==> src/rtl/cpu_pkg.sv <==
// Shared CPU definitions: fetch FSM states, opcode field location and boot defaults.
package cpu_pkg;

  typedef enum logic [1:0] {
    BOOT = 2'd0,
    VEC  = 2'd1,
    OPC  = 2'd2,
    IMM  = 2'd3
  } fetch_state_e;

  localparam int OPC_FIELD_MSB = 7;
  localparam int OPC_FIELD_LSB = 4;

  localparam logic [7:0]  CPU_RESET_VECTOR_ADDR = 8'h00;
  localparam logic [15:0] CPU_TWO_BYTE_MASK     = 16'h1000;

  // Opcode class field of an instruction byte; selects a bit of the two-byte mask.
  function automatic logic [3:0] opcode_field(input logic [7:0] b);
    return b[OPC_FIELD_MSB:OPC_FIELD_LSB];
  endfunction

endpackage

==> src/rtl/fetch_unit.sv <==
// Instruction fetch stage: boots from a memory-held reset vector, assembles
// 1/2-byte instructions from a 1-cycle-latency memory and hands them to decode.
module fetch_unit
  import cpu_pkg::*;
#(
  parameter logic [7:0]  RESET_VECTOR_ADDR = CPU_RESET_VECTOR_ADDR,
  parameter logic [15:0] TWO_BYTE_MASK     = CPU_TWO_BYTE_MASK
) (
  input  logic       clk,
  input  logic       rst,
  output logic [7:0] pc_addr,
  input  logic [7:0] instr_in,
  input  logic       stall,
  input  logic       redirect_valid,
  input  logic [7:0] redirect_pc,
  output logic       fetch_valid,
  output logic [7:0] ir_out,
  output logic [7:0] imm_out,
  output logic [7:0] out_pc,
  output logic [7:0] out_pc_next
);

  fetch_state_e state_q, state_d;
  logic [7:0]   pc_q, pc_d;
  logic [7:0]   f_pc_q, f_pc_d;
  logic         f_vld_q, f_vld_d;
  logic         fetch_valid_q, fetch_valid_d;
  logic [7:0]   ir_q, ir_d;
  logic [7:0]   imm_q, imm_d;
  logic [7:0]   out_pc_q, out_pc_d;
  logic [7:0]   out_pc_next_q, out_pc_next_d;
  logic [7:0]   pc_addr_s;
  logic         hold_s;

  // Next-state, address generation and instruction capture.
  always_comb begin
    state_d       = state_q;
    pc_d          = pc_q;
    f_pc_d        = f_pc_q;
    f_vld_d       = f_vld_q;
    fetch_valid_d = fetch_valid_q;
    ir_d          = ir_q;
    imm_d         = imm_q;
    out_pc_d      = out_pc_q;
    out_pc_next_d = out_pc_next_q;
    pc_addr_s     = pc_q;
    hold_s        = fetch_valid_q & stall & ~redirect_valid;

    case (state_q)
      BOOT: begin
        pc_addr_s = RESET_VECTOR_ADDR;
        state_d   = VEC;
      end
      VEC: begin
        pc_d    = instr_in;
        f_vld_d = 1'b0;
        state_d = OPC;
      end
      OPC, IMM: begin
        if (redirect_valid) begin
          pc_d          = redirect_pc;
          f_vld_d       = 1'b0;
          fetch_valid_d = 1'b0;
          state_d       = OPC;
        end else if (hold_s) begin
          // Re-read the address whose data is being discarded this cycle.
          pc_addr_s = f_pc_q;
        end else begin
          f_pc_d        = pc_q;
          f_vld_d       = 1'b1;
          pc_d          = pc_q + 8'd1;
          fetch_valid_d = 1'b0;
          if (f_vld_q) begin
            if (state_q == OPC) begin
              ir_d     = instr_in;
              out_pc_d = f_pc_q;
              if (TWO_BYTE_MASK[opcode_field(instr_in)]) begin
                state_d = IMM;
              end else begin
                imm_d         = 8'h00;
                out_pc_next_d = f_pc_q + 8'd1;
                fetch_valid_d = 1'b1;
              end
            end else begin
              imm_d         = instr_in;
              out_pc_next_d = out_pc_q + 8'd2;
              fetch_valid_d = 1'b1;
              state_d       = OPC;
            end
          end else begin
            state_d = state_q;
          end
        end
      end
      default: begin
        state_d = BOOT;
      end
    endcase
  end

  // State and output registers.
  always_ff @(posedge clk or negedge rst) begin
    if (!rst) begin
      state_q       <= BOOT;
      pc_q          <= RESET_VECTOR_ADDR;
      f_pc_q        <= 8'h00;
      f_vld_q       <= 1'b0;
      fetch_valid_q <= 1'b0;
      ir_q          <= 8'h00;
      imm_q         <= 8'h00;
      out_pc_q      <= 8'h00;
      out_pc_next_q <= 8'h00;
    end else begin
      state_q       <= state_d;
      pc_q          <= pc_d;
      f_pc_q        <= f_pc_d;
      f_vld_q       <= f_vld_d;
      fetch_valid_q <= fetch_valid_d;
      ir_q          <= ir_d;
      imm_q         <= imm_d;
      out_pc_q      <= out_pc_d;
      out_pc_next_q <= out_pc_next_d;
    end
  end

  assign pc_addr     = pc_addr_s;
  assign fetch_valid = fetch_valid_q;
  assign ir_out      = ir_q;
  assign imm_out     = imm_q;
  assign out_pc      = out_pc_q;
  assign out_pc_next = out_pc_next_q;

endmodule
==> config.mk <==
export PLATFORM = sky130hd
export DESIGN_NAME = fetch_unit
export DESIGN_NICKNAME = d
export VERILOG_FILES = /design/src/rtl/cpu_pkg.sv /design/src/rtl/fetch_unit.sv
export SDC_FILE = /design/constraint.sdc
export NUM_CORES = 1
export LEC_CHECK = 0
export CAP_MARGIN = 40
export CELL_PAD_IN_SITES_DETAIL_PLACEMENT = 0
export CELL_PAD_IN_SITES_GLOBAL_PLACEMENT = 1
export CORE_ASPECT_RATIO = 0.8
export CORE_MARGIN = 2
export CORE_UTILIZATION = 52
export CTS_CLUSTER_SIZE = 30
export DETAILED_ROUTE_END_ITERATION = 8
export DONT_BUFFER_PORTS = 1
export PLACE_DENSITY_LB_ADDON = 0.1
export SKIP_CTS_REPAIR_TIMING = 1
export SYNTH_ARGS = -nofsm -noshare
export SYNTH_HDL_FRONTEND = slang
export SYNTH_SLANG_ARGS = --single-unit
export TNS_END_PERCENT = 5
==> constraint.sdc <==
create_clock -name clk -period 4.7 [get_ports clk]
set_input_delay 1.175 -clock clk [delete_from_list [all_inputs] [get_ports clk]]
set_output_delay 1.175 -clock clk [all_outputs]
set_load 0.005 [all_outputs]
# After elaboration in Yosys (flattened, before gate mapping)
# Memory sizes are Yosys's and may differ from the RTL's.
# Cells that the tools add are included.
# word_totals
register_bits	52
out_inout_bits	41
mem_bits_ro	16
mem_count	1
inputBits	20
word_cells	60
# mem_list
memory	depth	word_bits	rd	rd_ports_with_merged_regs	wr	line	text
(name not given)	16	1	1	0	0	fetch_unit.sv:77	if (TWO_BYTE_MASK[opcode_field(instr_in)]) begin
# classes
n_bitwise	4
eq_ne	8
add_sub_neg	3
order_cmp	1
n_mux	25
n_reduce_logical	9
# ops
cell	count
$mux W8	8
$pmux W8 S2	2
$add A8 B1 Y8 const B	2
$mux W2	5
$reduce_and A5 Y1	2
$add A8 B2 Y8 const B	1
$mux W1	8
$ne A3 B3 Y1 const B	2
$pmux W2 S3	1
$reduce_and A2 Y1	3
$lt A4 B5 Y1 const B	1
$eq A2 B2 Y1 const B	2
$ne A2 B2 Y1 const B	2
$ne A4 B4 Y1 const B	1
$reduce_and A3 Y1	1
$and A1 B1 Y1	2
$eq A2 B1 Y1 const B	1
$logic_not A2 Y1	1
$not A1 Y1	2
$pmux W1 S2	1
$reduce_bool A2 Y1	1
$reduce_or A2 Y1	1

# Logic depth before layout (Yosys ltp)
# Gate-level depths: netlist (run 1).
# logic_depth
ltp_word	8
ltp_mapped	7
ltp_nobuf	5

# Least setup slack after synthesis (run 1)
# Ideal clock, no wire load.
# synth_path
path_type	input-to-output
start	in redirect_valid
end	out pc_addr[6]
arrival_ns	1.877
cell_stages	5
path_buffers	1
required_ns	3.525
setup_slack_ns	1.648
cell_sequence	nand3b_1 > buf_2 > nor2_1 > a21oi_1 > o21ai_0
# synth_between
elab_chain_len	5
# synth_rtl
item	line	text
start, declared	fetch_unit.sv:14	input logic redirect_valid,
$not A1 Y1 (no line)	n/a	
$and A1 B1 Y1	fetch_unit.sv:47	hold_s = fetch_valid_q & stall & ~redirect_valid;
$mux W8	n/a	
$mux W8 (*)	fetch_unit.sv:60	if (redirect_valid) begin
$pmux W8 S2 (*)	fetch_unit.sv:49	case (state_q)
end, declared	fetch_unit.sv:11	output logic [7:0] pc_addr,
# Every way passes the cells marked *; elsewhere a longest branch is shown, timed or not.

# Final worst setup path (run 1)
# Same ends and word-level chain as after synthesis.

==> metrics.md, run 1 <==
| Metric | Value |
|---|---|
| Status | `finished clean` |
| Crit Reg-Reg Startpoint | `state_q[1]` |
| Post-Syn Instances | `264` |
| Tcrit/Tclk final | `73.3%` |
| Setup violators final | `0` |
| Post-synth EDFFs | `0` |
| CTS clk-pin slew, worst paths | `0.10 ns` |
| Vias/cell | `5.98` |
| Area grow syn2layout | `3.17%` |
| Worst Setup End Kind | `primary output` |
| Post-route insts no fill | `319` |
| Initial antenna violation count | `0` |
| # DRC | `0` |
| Starting DRT DRC Count | `84` |
| Share of layout cells above drive strength 1 | `12.1%` |
| R2R setup slack | `2.68 ns` |
| PD cells | `404 mW/mm^2` |
| Synth async-reset ratio | `100%` |
| Most frequent cells in the layout | `dfrtp_1 (52), nand2_1 (32), o21ai_0 (27), mux2_2 (14), nor2_1 (13)` |
| Final Critical Period | `3.45 ns` |
| CTS tree | `yes` |
| Synth top area share | `47.7%` |
| Yosys warns | `0` |
| I/O Buffers | `0` |
| CP startpoint | `redirect_valid` |
| Number of antenna diodes | `0` |
| Switch Pwr | `0.378 mW` |
| Fmax | `290 MHz` |
| Top Usage Layer GRT | `met1` |
| Sequential Power Share | `58.3%` |
| GR Util met3 | `5.83%` |
| Setup TNS | `0 ns` |
| CTS buffer count | `5` |
| Syn nets | `287` |
| Clock share of power | `23.0%` |
| Area occupied by multi-input gates | `0.00132 sq mm` |
| Placed cell count | `311` |
| Min-delay worst type | `reg2reg` |
| Sink Count | `52` |
| Fin util | `55.9%` |
| Die height | `68.8 microns` |
| Placement Rows | `23` |
| Gp weighted congestion | `0.812` |
| Fin nets | `279` |
| Fillers | `437` |
| Sequential cell area | `0.00130 sq mm` |
| Crit path max fanout | `14` |
| All-Layer GR Usage | `21.4%` |
| Worst-margin pin slew | `0.717 ns` |
| Leak | `1.22 nW` |
| Worst Setup EP | `pc_addr[6]` |
| Crit path DAT | `2.27 ns` |
| Reg-to-Reg End | `out_pc_next[2]` |
| CTS root buf | `clkbuf_8` |
| #FFs+latches synth | `52` |
| Setup WS post-layout | `1.25 ns` |
| Die footprint | `0.00584 sq mm` |
| Worst setup SP type | `input port` |
| Post-Syn Area per Cell | `10.3 sq um` |
| CP Depth | `4` |
| Synth top area cells | `dfrtp_1 (48%), mux2_2 (5.8%), o21ai_0 (5.0%)` |
| Synth cell types | `47` |
| Critical path's slowest cell | `nand3b_1` |
| Core area | `0.00504 sq mm` |
| Worst clock skew | `0.0176 ns` |
| Final Slew Violations | `0` |
| Starting density of the core | `54.2%` |
| Vias in the first global route | `1743` |
| Commonest non-fill, non-tap cell in the layout | `dfrtp_1` |
| Largest net degree at the start of global routing | `53` |
| Main synth FF type | `dfrtp_1` |
| Post-synth top area cell | `dfrtp_1` |
| Routed wire length | `6060 microns` |
| RSZ-0062 raised after global routing | `false` |
| Vias | `1908` |
| Sw Share | `33.3%` |
| Slew headroom | `52.0%` |
| Final instance area | `0.00281 sq mm` |
| Clk Latency, worst-skew pair | `0.31 ns` |
| Crit path required time | `3.52 ns` |
| Peak VDD IR | `0.000209 V` |
| Initial DRT Pass Iterations | `4` |
| Placed cell areas | `0.00272 sq mm` |
| H-tree Lvls | `2` |
| GR Util met1 | `33.0%` |
| Grt met2 use | `30.0%` |
| Max_cap viols | `0` |
| Power share of the combinational group | `18.7%` |
| Die width | `85.0 microns` |
| Clk buf depth | `2` |
| Number of buffers and inverters on the critical path | `0` |
| Setup CP Type | `in2out` |
| First-pass GRT wire length | `9540 microns` |
| Critical-path cell list | `nand3b_1 -> nor2_1 -> a21oi_1 -> o21ai_0` |
| Crit path largest cell delay | `0.56 ns` |
| Grt ovf | `0` |
| Final hold violation count | `0` |
| Cell area after synthesis | `0.00273 sq mm` |
| Post-DP HPWL | `4480 microns` |
| R2R depth | `3` |
| Internal | `0.759 mW` |
| # IOs | `61` |
| Place WS | `1.25 ns` |
| CP top delay family | `simple AND/OR/NAND/NOR gates` |
| Drt wl/cell | `19.0 microns` |
| Post-DRT Antenna Nets | `0` |
| Seq/Total Area, Yosys | `47.7%` |
cell type report:
cell class,instances,share of cell area (%)
inverters,3,0.400
repair buffers,1,0.267
multi-input cells,193,47.0
flip-flops and latches,52,46.2
well taps,62,2.76
clock inverters,3,0.934
clock buffers,5,2.45
cell families after synthesis:
family	after synthesis	synth area share [%]
muxes	33	13.2
DFF	52	47.7
and+or+nand+nor	87	15.7
adders and majority gates	3	1.38
xor gates and xnor gates	6	1.93
buffers and inverters	19	3.85
AOI/OAI and AO/OA	64	16.2
stage by stage:
step	hold WS [ns]	total power, mW
2_1_floorplan	0.471	0.816
3_3_place_gp	0.489	0.879
3_5_place_dp	0.498	0.887
4_1_cts	0.521	1.15
5_1_grt	0.527	1.21
6_report	0.509	1.14
registers in the layout, summed over array words and instances, names as in the netlist:
register	flops
f_pc_q	8
imm_out	8
ir_out	8
out_pc	8
out_pc_next	8
pc_q	8
state_q	2
f_vld_q	1
fetch_valid	1
synth_stat cells (all sizes together), types with 2 or more instances:
library cell and n:
nand2 32, a211oi 2, o21a 4, dfrtp 52
o21ai 28, buf 9, xnor2 6, and3 7
nor2b 2, o31ai 3, a31oi 2, a22o 8
clkbuf 7, o211ai 2, a221oi 3, inv 3
nor2 15, mux2 24, ha 3, nand4 3
mux2i 9, nand3 9, nor3 10, nand2b 2
a21oi 6
layer usage:
layer  up-vias  share of wire [%]
met2        54                 42
met1       915                 52
met4         0               0.76
li1        934                  -
met5         -                  0
met3         5                5.7
worst register-to-register path: cells and delay by family, from the launching register on:
kind             cells  cell delay (ns)
AO/OA/AOI/OAI        2             0.86
AND/OR/NAND/NOR      1             0.37
flip-flops           1             0.66
power groups by stage:
stage / logic [mW] / registers (mW) / clock network [mW]
finish: 0.213 / 0.663 / 0.261
global route: 0.242 / 0.681 / 0.286
CTS: 0.215 / 0.664 / 0.269
detailed placement: 0.214 / 0.674 / 0
global placement: 0.208 / 0.671 / 0
floorplan: 0.195 / 0.621 / 0
worst min-delay path by stage:
stage | end | start | cells past startpoint | slack, ns
2_1_floorplan | out_pc_next[0] | out_pc_next[0] | 2 | 0.47
3_3_place_gp | out_pc_next[4] | out_pc_next[4] | 2 | 0.49
3_5_place_dp | out_pc_next[5] | out_pc_next[5] | 2 | 0.50
4_1_cts | out_pc_next[5] | out_pc_next[5] | 2 | 0.52
5_1_grt | imm_out[7] | rst | 0 | 0.53
6_report | out_pc_next[5] | out_pc_next[5] | 2 | 0.51
(Power assumes the default switching activity.)
==> inputs of run 2 (changes only) <==
--- a/config.mk
+++ b/config.mk
@@ -10,7 +10,7 @@
 export CELL_PAD_IN_SITES_GLOBAL_PLACEMENT = 1
 export CORE_ASPECT_RATIO = 0.8
 export CORE_MARGIN = 2
-export CORE_UTILIZATION = 52
+export CORE_UTILIZATION = 48
 export CTS_CLUSTER_SIZE = 30
 export DETAILED_ROUTE_END_ITERATION = 8
 export DONT_BUFFER_PORTS = 1
==> constraint.sdc (replaced) <==
create_clock -name clk -period 3.4 [get_ports clk]
set_input_delay 0.85 -clock clk [delete_from_list [all_inputs] [get_ports clk]]
set_output_delay 0.85 -clock clk [all_outputs]
set_load 0.005 [all_outputs]
==> metrics.md, run 2 (same netlist as run 1, synthesis figures left out) <==
| Metric | Value |
|---|---|
| CTS root buf | `clkbuf_8` |
| All-Layer GR Usage | `21.4% (about the same)` |
| Slew headroom | `52.5% (+0.46 points)` |
| Setup WS post-layout | `0.564 ns (-0.691 ns)` |
| CTS tree | `yes` |
| Die footprint | `0.00631 sq mm (+7.9%)` |
| Clk buf depth | `2 (unchanged)` |
| PD cells | `559 mW/mm^2 (+38%)` |
| Setup TNS | `0 ns (unchanged)` |
| Die width | `88.3 microns (+3.9%)` |
| Leak | `1.22 nW (-0.20%)` |
| Vias | `1911 (+0.16%)` |
| Vias in the first global route | `1839 (+5.5%)` |
| Gp weighted congestion | `0.811 (about the same)` |
| Vias/cell | `5.70 (-4.6%)` |
| Initial antenna violation count | `0 (unchanged)` |
| Number of buffers and inverters on the critical path | `0 (unchanged)` |
| # IOs | `61 (unchanged)` |
| H-tree Lvls | `2 (unchanged)` |
| Worst clock skew | `0.0116 ns (-0.00598 ns)` |
| Grt ovf | `0 (unchanged)` |
| Largest net degree at the start of global routing | `53 (unchanged)` |
| Crit path max fanout | `14 (unchanged)` |
| First-pass GRT wire length | `10300 microns (+8.0%)` |
| # DRC | `0 (unchanged)` |
| Area grow syn2layout | `3.94%` |
| Drt wl/cell | `18.9 microns (-0.69%)` |
| Final Slew Violations | `0 (unchanged)` |
| Share of layout cells above drive strength 1 | `12.1% (unchanged)` |
| Clock share of power | `23.7% (+0.7 points)` |
| Fillers | `520 (+19%)` |
| Starting DRT DRC Count | `118 (+40%)` |
| Core area | `0.00547 sq mm (+8.5%)` |
| Fmax | `353 MHz` |
| Crit path largest cell delay | `0.53 ns (-0.03 ns)` |
| Status | `finished clean` |
| Routed wire length | `6320 microns (+4.3%)` |
| Area occupied by multi-input gates | `0.00132 sq mm (unchanged)` |
| Sequential Power Share | `57.5% (-0.8 points)` |
| Critical-path cell list | `nand3b_1 -> nor2_1 -> a21oi_1 -> o21ai_0` |
| Post-DRT Antenna Nets | `0 (unchanged)` |
| Peak VDD IR | `0.000234 V (+12%)` |
| Min-delay worst type | `in2async` |
| Worst-margin pin slew | `0.711 ns (-0.00623 ns)` |
| Starting density of the core | `49.9% (-4.3 points)` |
| Max_cap viols | `0 (unchanged)` |
| Power share of the combinational group | `18.8% (about the same)` |
| Final Critical Period | `2.84 ns` |
| Sink Count | `52 (unchanged)` |
| Clk Latency, worst-skew pair | `0.31 ns (about the same)` |
| CTS clk-pin slew, worst paths | `0.11 ns (about the same)` |
| Initial DRT Pass Iterations | `4 (unchanged)` |
| Setup CP Type | `in2out` |
| Sw Share | `33.7% (+0.44 points)` |
| Crit path required time | `2.55 ns (-0.97 ns)` |
| Post-DP HPWL | `4560 microns (+1.6%)` |
| Tcrit/Tclk final | `83.4%` |
| CP top delay family | `simple AND/OR/NAND/NOR gates` |
| Fin nets | `279 (unchanged)` |
| I/O Buffers | `0 (unchanged)` |
| Die height | `71.4 microns (+3.8%)` |
| Commonest non-fill, non-tap cell in the layout | `dfrtp_1` |
| Critical path's slowest cell | `nand3b_1` |
| Fin util | `51.9% (-4.0 points)` |
| Switch Pwr | `0.534 mW (+41%)` |
| Worst setup SP type | `input port` |
| Placement Rows | `24 (+4.3%)` |
| Worst Setup End Kind | `primary output` |
| RSZ-0062 raised after global routing | `false` |
| Number of antenna diodes | `0 (unchanged)` |
| Crit path DAT | `1.99 ns (-0.28 ns)` |
| Place WS | `0.599 ns (-0.650 ns)` |
| Most frequent cells in the layout | `dfrtp_1 (52), nand2_1 (32), o21ai_0 (27), mux2_2 (14), nor2_1 (13)` |
| CTS buffer count | `5 (unchanged)` |
| Sequential cell area | `0.00130 sq mm (unchanged)` |
| Setup violators final | `0 (unchanged)` |
| Final hold violation count | `0 (unchanged)` |
| Internal | `1.05 mW (+39%)` |
==> run 2: cell types whose count changed in the layout (fill, tap and decap cells not counted) <==
cell	previous run	this run
clkinv_4	2	1
clkinvlp_4	0	1
inv_6	1	0
inv_8	0	1
==> run 2: cell type report <==
cell class                 count  share of cell area (%)
timing repair buffer           1                   0.265
sequential                    52                    45.9
clock inverter                 3                   0.971
multi-input combinational    193                    46.6
inverter                       3                   0.397
tap                           78                    3.44
clock buffer                   5                    2.43
==> run 2: worst register-to-register path, cell delays in order, from the launching register on <==
cell       delay (ns)
dfrtp_1          0.67
nand2b_1         0.38
o2111ai_4        0.66
nand2_1          0.16
o31ai_2          0.09
==> run 2: layer usage <==
metal,vias up,routed length (microns),GRT usage (%)
li1,942,-,-
met1,914,3280,34.4
met2,53,2590,28.7
met3,2,410,4.95
met4,0,29,5.56
met5,-,0,0
==> run 2: worst paths after layout <==
path	start	endpoint	slack [ns]	depth (start not counted)
max in group asynchronous	rst	out_pc[3]	3.08	0
hold reg to reg	out_pc_next[5]	out_pc_next[5]	0.52	2
hold / removal	rst	imm_out[2]	0.21	0
setup reg to reg	state_q[1]	out_pc_next[7]	1.36	4
min in group clk	out_pc_next[5]	out_pc_next[5]	0.52	2
setup / recovery	redirect_valid	pc_addr[6]	0.56	4
==> run 2: power by group through the flow <==
stage	sequential, mW	clock [mW]	combinational [mW]
after floorplan	0.859	0	0.269
after global placement	0.926	0	0.297
after detailed placement	0.929	0	0.300
after CTS	0.915	0.385	0.301
after global routing	0.936	0.418	0.339
final	0.911	0.375	0.299
==> run 2: through the flow <==
step                std cells  power (mW)  area, sq um  hold WS [ns]
floorplan                 264        1.13         2730         0.471
global placement          327        1.22         2740         0.494
detailed placement        327        1.23         2740         0.501
CTS                       335        1.60         2840         0.209
global route              335        1.69         2840         0.188
finish                    335        1.59         2840         0.215
==> inputs of run 3 (changes only) <==
==> constraint.sdc (replaced) <==
create_clock -name clk -period 2.8 [get_ports clk]
set_input_delay 0.7 -clock clk [delete_from_list [all_inputs] [get_ports clk]]
set_output_delay 0.7 -clock clk [all_outputs]
set_load 0.005 [all_outputs]
==> metrics.md, run 3 (same netlist as run 1, synthesis figures left out) <==
| Metric | Value |
|---|---|
| Worst Setup End Kind | `primary output` |
| All-Layer GR Usage | `21.1% (-0.30 points)` |
| Placement Rows | `24 (unchanged)` |
| CTS buffer count | `5 (unchanged)` |
| Final Slew Violations | `0 (unchanged)` |
| Status | `finished clean` |
| Sink Count | `52 (unchanged)` |
| Largest net degree at the start of global routing | `53 (unchanged)` |
| Post-DP HPWL | `4580 microns (+0.42%)` |
| Die height | `71.4 microns (unchanged)` |
| Internal | `1.27 mW (+21%)` |
| Die footprint | `0.00631 sq mm (unchanged)` |
| Initial antenna violation count | `0 (unchanged)` |
| H-tree Lvls | `2 (unchanged)` |
| Worst setup SP type | `flop` |
| Core area | `0.00547 sq mm (unchanged)` |
| Setup CP Type | `reg2out` |
| Crit path required time | `2.10 ns (-0.45 ns)` |
| Crit Reg-Reg Startpoint | `state_q[1]` |
| Initial DRT Pass Iterations | `4 (unchanged)` |
| PD cells | `676 mW/mm^2 (+21%)` |
| Vias in the first global route | `1861 (+1.2%)` |
| Clk buf depth | `2 (unchanged)` |
| Worst clock skew | `0.0108 ns (-0.000844 ns)` |
| Crit path DAT | `1.73 ns (-0.26 ns)` |
| Place WS | `0.658 ns (+0.0590 ns)` |
| Min-delay worst type | `in2async` |
| Vias | `1956 (+2.4%)` |
| CTS tree | `yes` |
| Gp weighted congestion | `0.820 (+1.1%)` |
| Setup WS post-layout | `0.373 ns (-0.191 ns)` |
| Reg-to-Reg End | `out_pc_next[2]` |
| Commonest non-fill, non-tap cell in the layout | `dfrtp_1` |
| Clock share of power | `23.3% (-0.4 points)` |
| Leak | `1.22 nW (+0.26%)` |
| Switch Pwr | `0.646 mW (+21%)` |
| Final hold violation count | `0 (unchanged)` |
| # IOs | `61 (unchanged)` |
| Clk Latency, worst-skew pair | `0.31 ns (about the same)` |
| Die width | `88.3 microns (unchanged)` |
| Max_cap viols | `0 (unchanged)` |
| Crit path max fanout | `19 (+5)` |
| CTS root buf | `clkbuf_8` |
| Grt ovf | `0 (unchanged)` |
| Fmax | `412 MHz` |
| Setup TNS | `0 ns (unchanged)` |
| Setup violators final | `0 (unchanged)` |
| R2R depth | `3 (-1)` |
| Most frequent cells in the layout | `dfrtp_1 (52), nand2_1 (32), o21ai_0 (27), mux2_2 (14), nor2_1 (13)` |
| R2R setup slack | `0.72 ns (-0.64 ns)` |
| Routed wire length | `6310 microns (-0.19%)` |
| Starting DRT DRC Count | `154 (+31%)` |
| Sequential Power Share | `57.7% (+0.2 points)` |
| First-pass GRT wire length | `10200 microns (-0.93%)` |
| Total power | `1.92 mW (+21%)` |
| Number of antenna diodes | `0 (unchanged)` |
| Final Critical Period | `2.43 ns` |
| # DRC | `0 (unchanged)` |
| Peak VDD IR | `0.000284 V (+21%)` |
| Drt wl/cell | `18.8 microns (-0.49%)` |
| Tcrit/Tclk final | `86.7%` |
| Worst-margin pin slew | `0.673 ns (-0.0382 ns)` |
| Post-DRT Antenna Nets | `0 (unchanged)` |
| I/O Buffers | `0 (unchanged)` |
| Vias/cell | `5.82 (+2.1%)` |
| Sw Share | `33.6% (-0.057 points)` |
| Post-route insts no fill | `336 (+0.30%)` |
| RSZ-0062 raised after global routing | `false` |
| Area grow syn2layout | `4.13%` |
| Share of layout cells above drive strength 1 | `12.4% (+0.34 points)` |
| Starting density of the core | `49.9% (unchanged)` |
| Placed cell count | `328 (+0.31%)` |
| Power share of the combinational group | `19.0% (+0.2 points)` |
| Slew headroom | `55.1% (+2.6 points)` |
| Fin nets | `280 (+0.36%)` |
| CTS clk-pin slew, worst paths | `0.10 ns (about the same)` |
run 3: cell types whose count changed in the layout (fill, tap and decap cells not counted), sizes merged:
| cell | delta |
|---|---|
| buf | +1 |
| clkinv | -1 |
| inv | +1 |
run 3: stage by stage:
stage	area (sq um)	util (%)	hold WS, ns
after floorplan	2730	-	0.404
after global placement	2750	50.3	0.405
after detailed placement	2750	50.3	0.406
after CTS	2840	52.0	0.0665
after global routing	2840	52.0	0.0461
final	2840	52.0	0.0737
run 3: worst max-delay path by stage:
stage,from,to
floorplan,redirect_valid,pc_addr[6]
global route,state_q[1],pc_addr[6]
CTS,state_q[1],pc_addr[1]
finish,state_q[1],pc_addr[0]
detailed placement,redirect_valid,pc_addr[0]
global placement,redirect_valid,pc_addr[0]
run 3: power groups by stage:
stage | Combinational (mW) | Sequential [mW] | Clock [mW]
after global placement | 0.360 | 1.12 | 0
after detailed placement | 0.368 | 1.13 | 0
final | 0.366 | 1.11 | 0.447
after global routing | 0.418 | 1.14 | 0.491
after CTS | 0.370 | 1.11 | 0.460
after floorplan | 0.327 | 1.04 | 0
run 3: final cells by class:
| type | count | area [sq um] |
|---|---|---|
| fillers | 524 | 2630 |
| multi-input cells | 193 | 1320 |
| flip-flops and latches | 52 | 1300 |
| well taps | 78 | 97.6 |
| clock buffers | 5 | 68.8 |
| clock inverters | 3 | 25.0 |
| repair buffers | 2 | 15.0 |
| inverters | 3 | 11.3 |
run 3: critical path, stage by stage, from the launching register on:
cell and delay, ns:
dfrtp_1 0.59, nor2b_1 0.60, nand2_1 0.10, o21ai_0 0.14
run 3: per-layer routing:
layer | vias up | share of wire (%) | track usage, %
li1 | 937 | - | -
met5 | - | 0 | 0
met4 | 0 | 0.62 | 4.04
met1 | 959 | 53 | 35.3
met2 | 55 | 41 | 27.7
met3 | 5 | 6.3 | 4.72
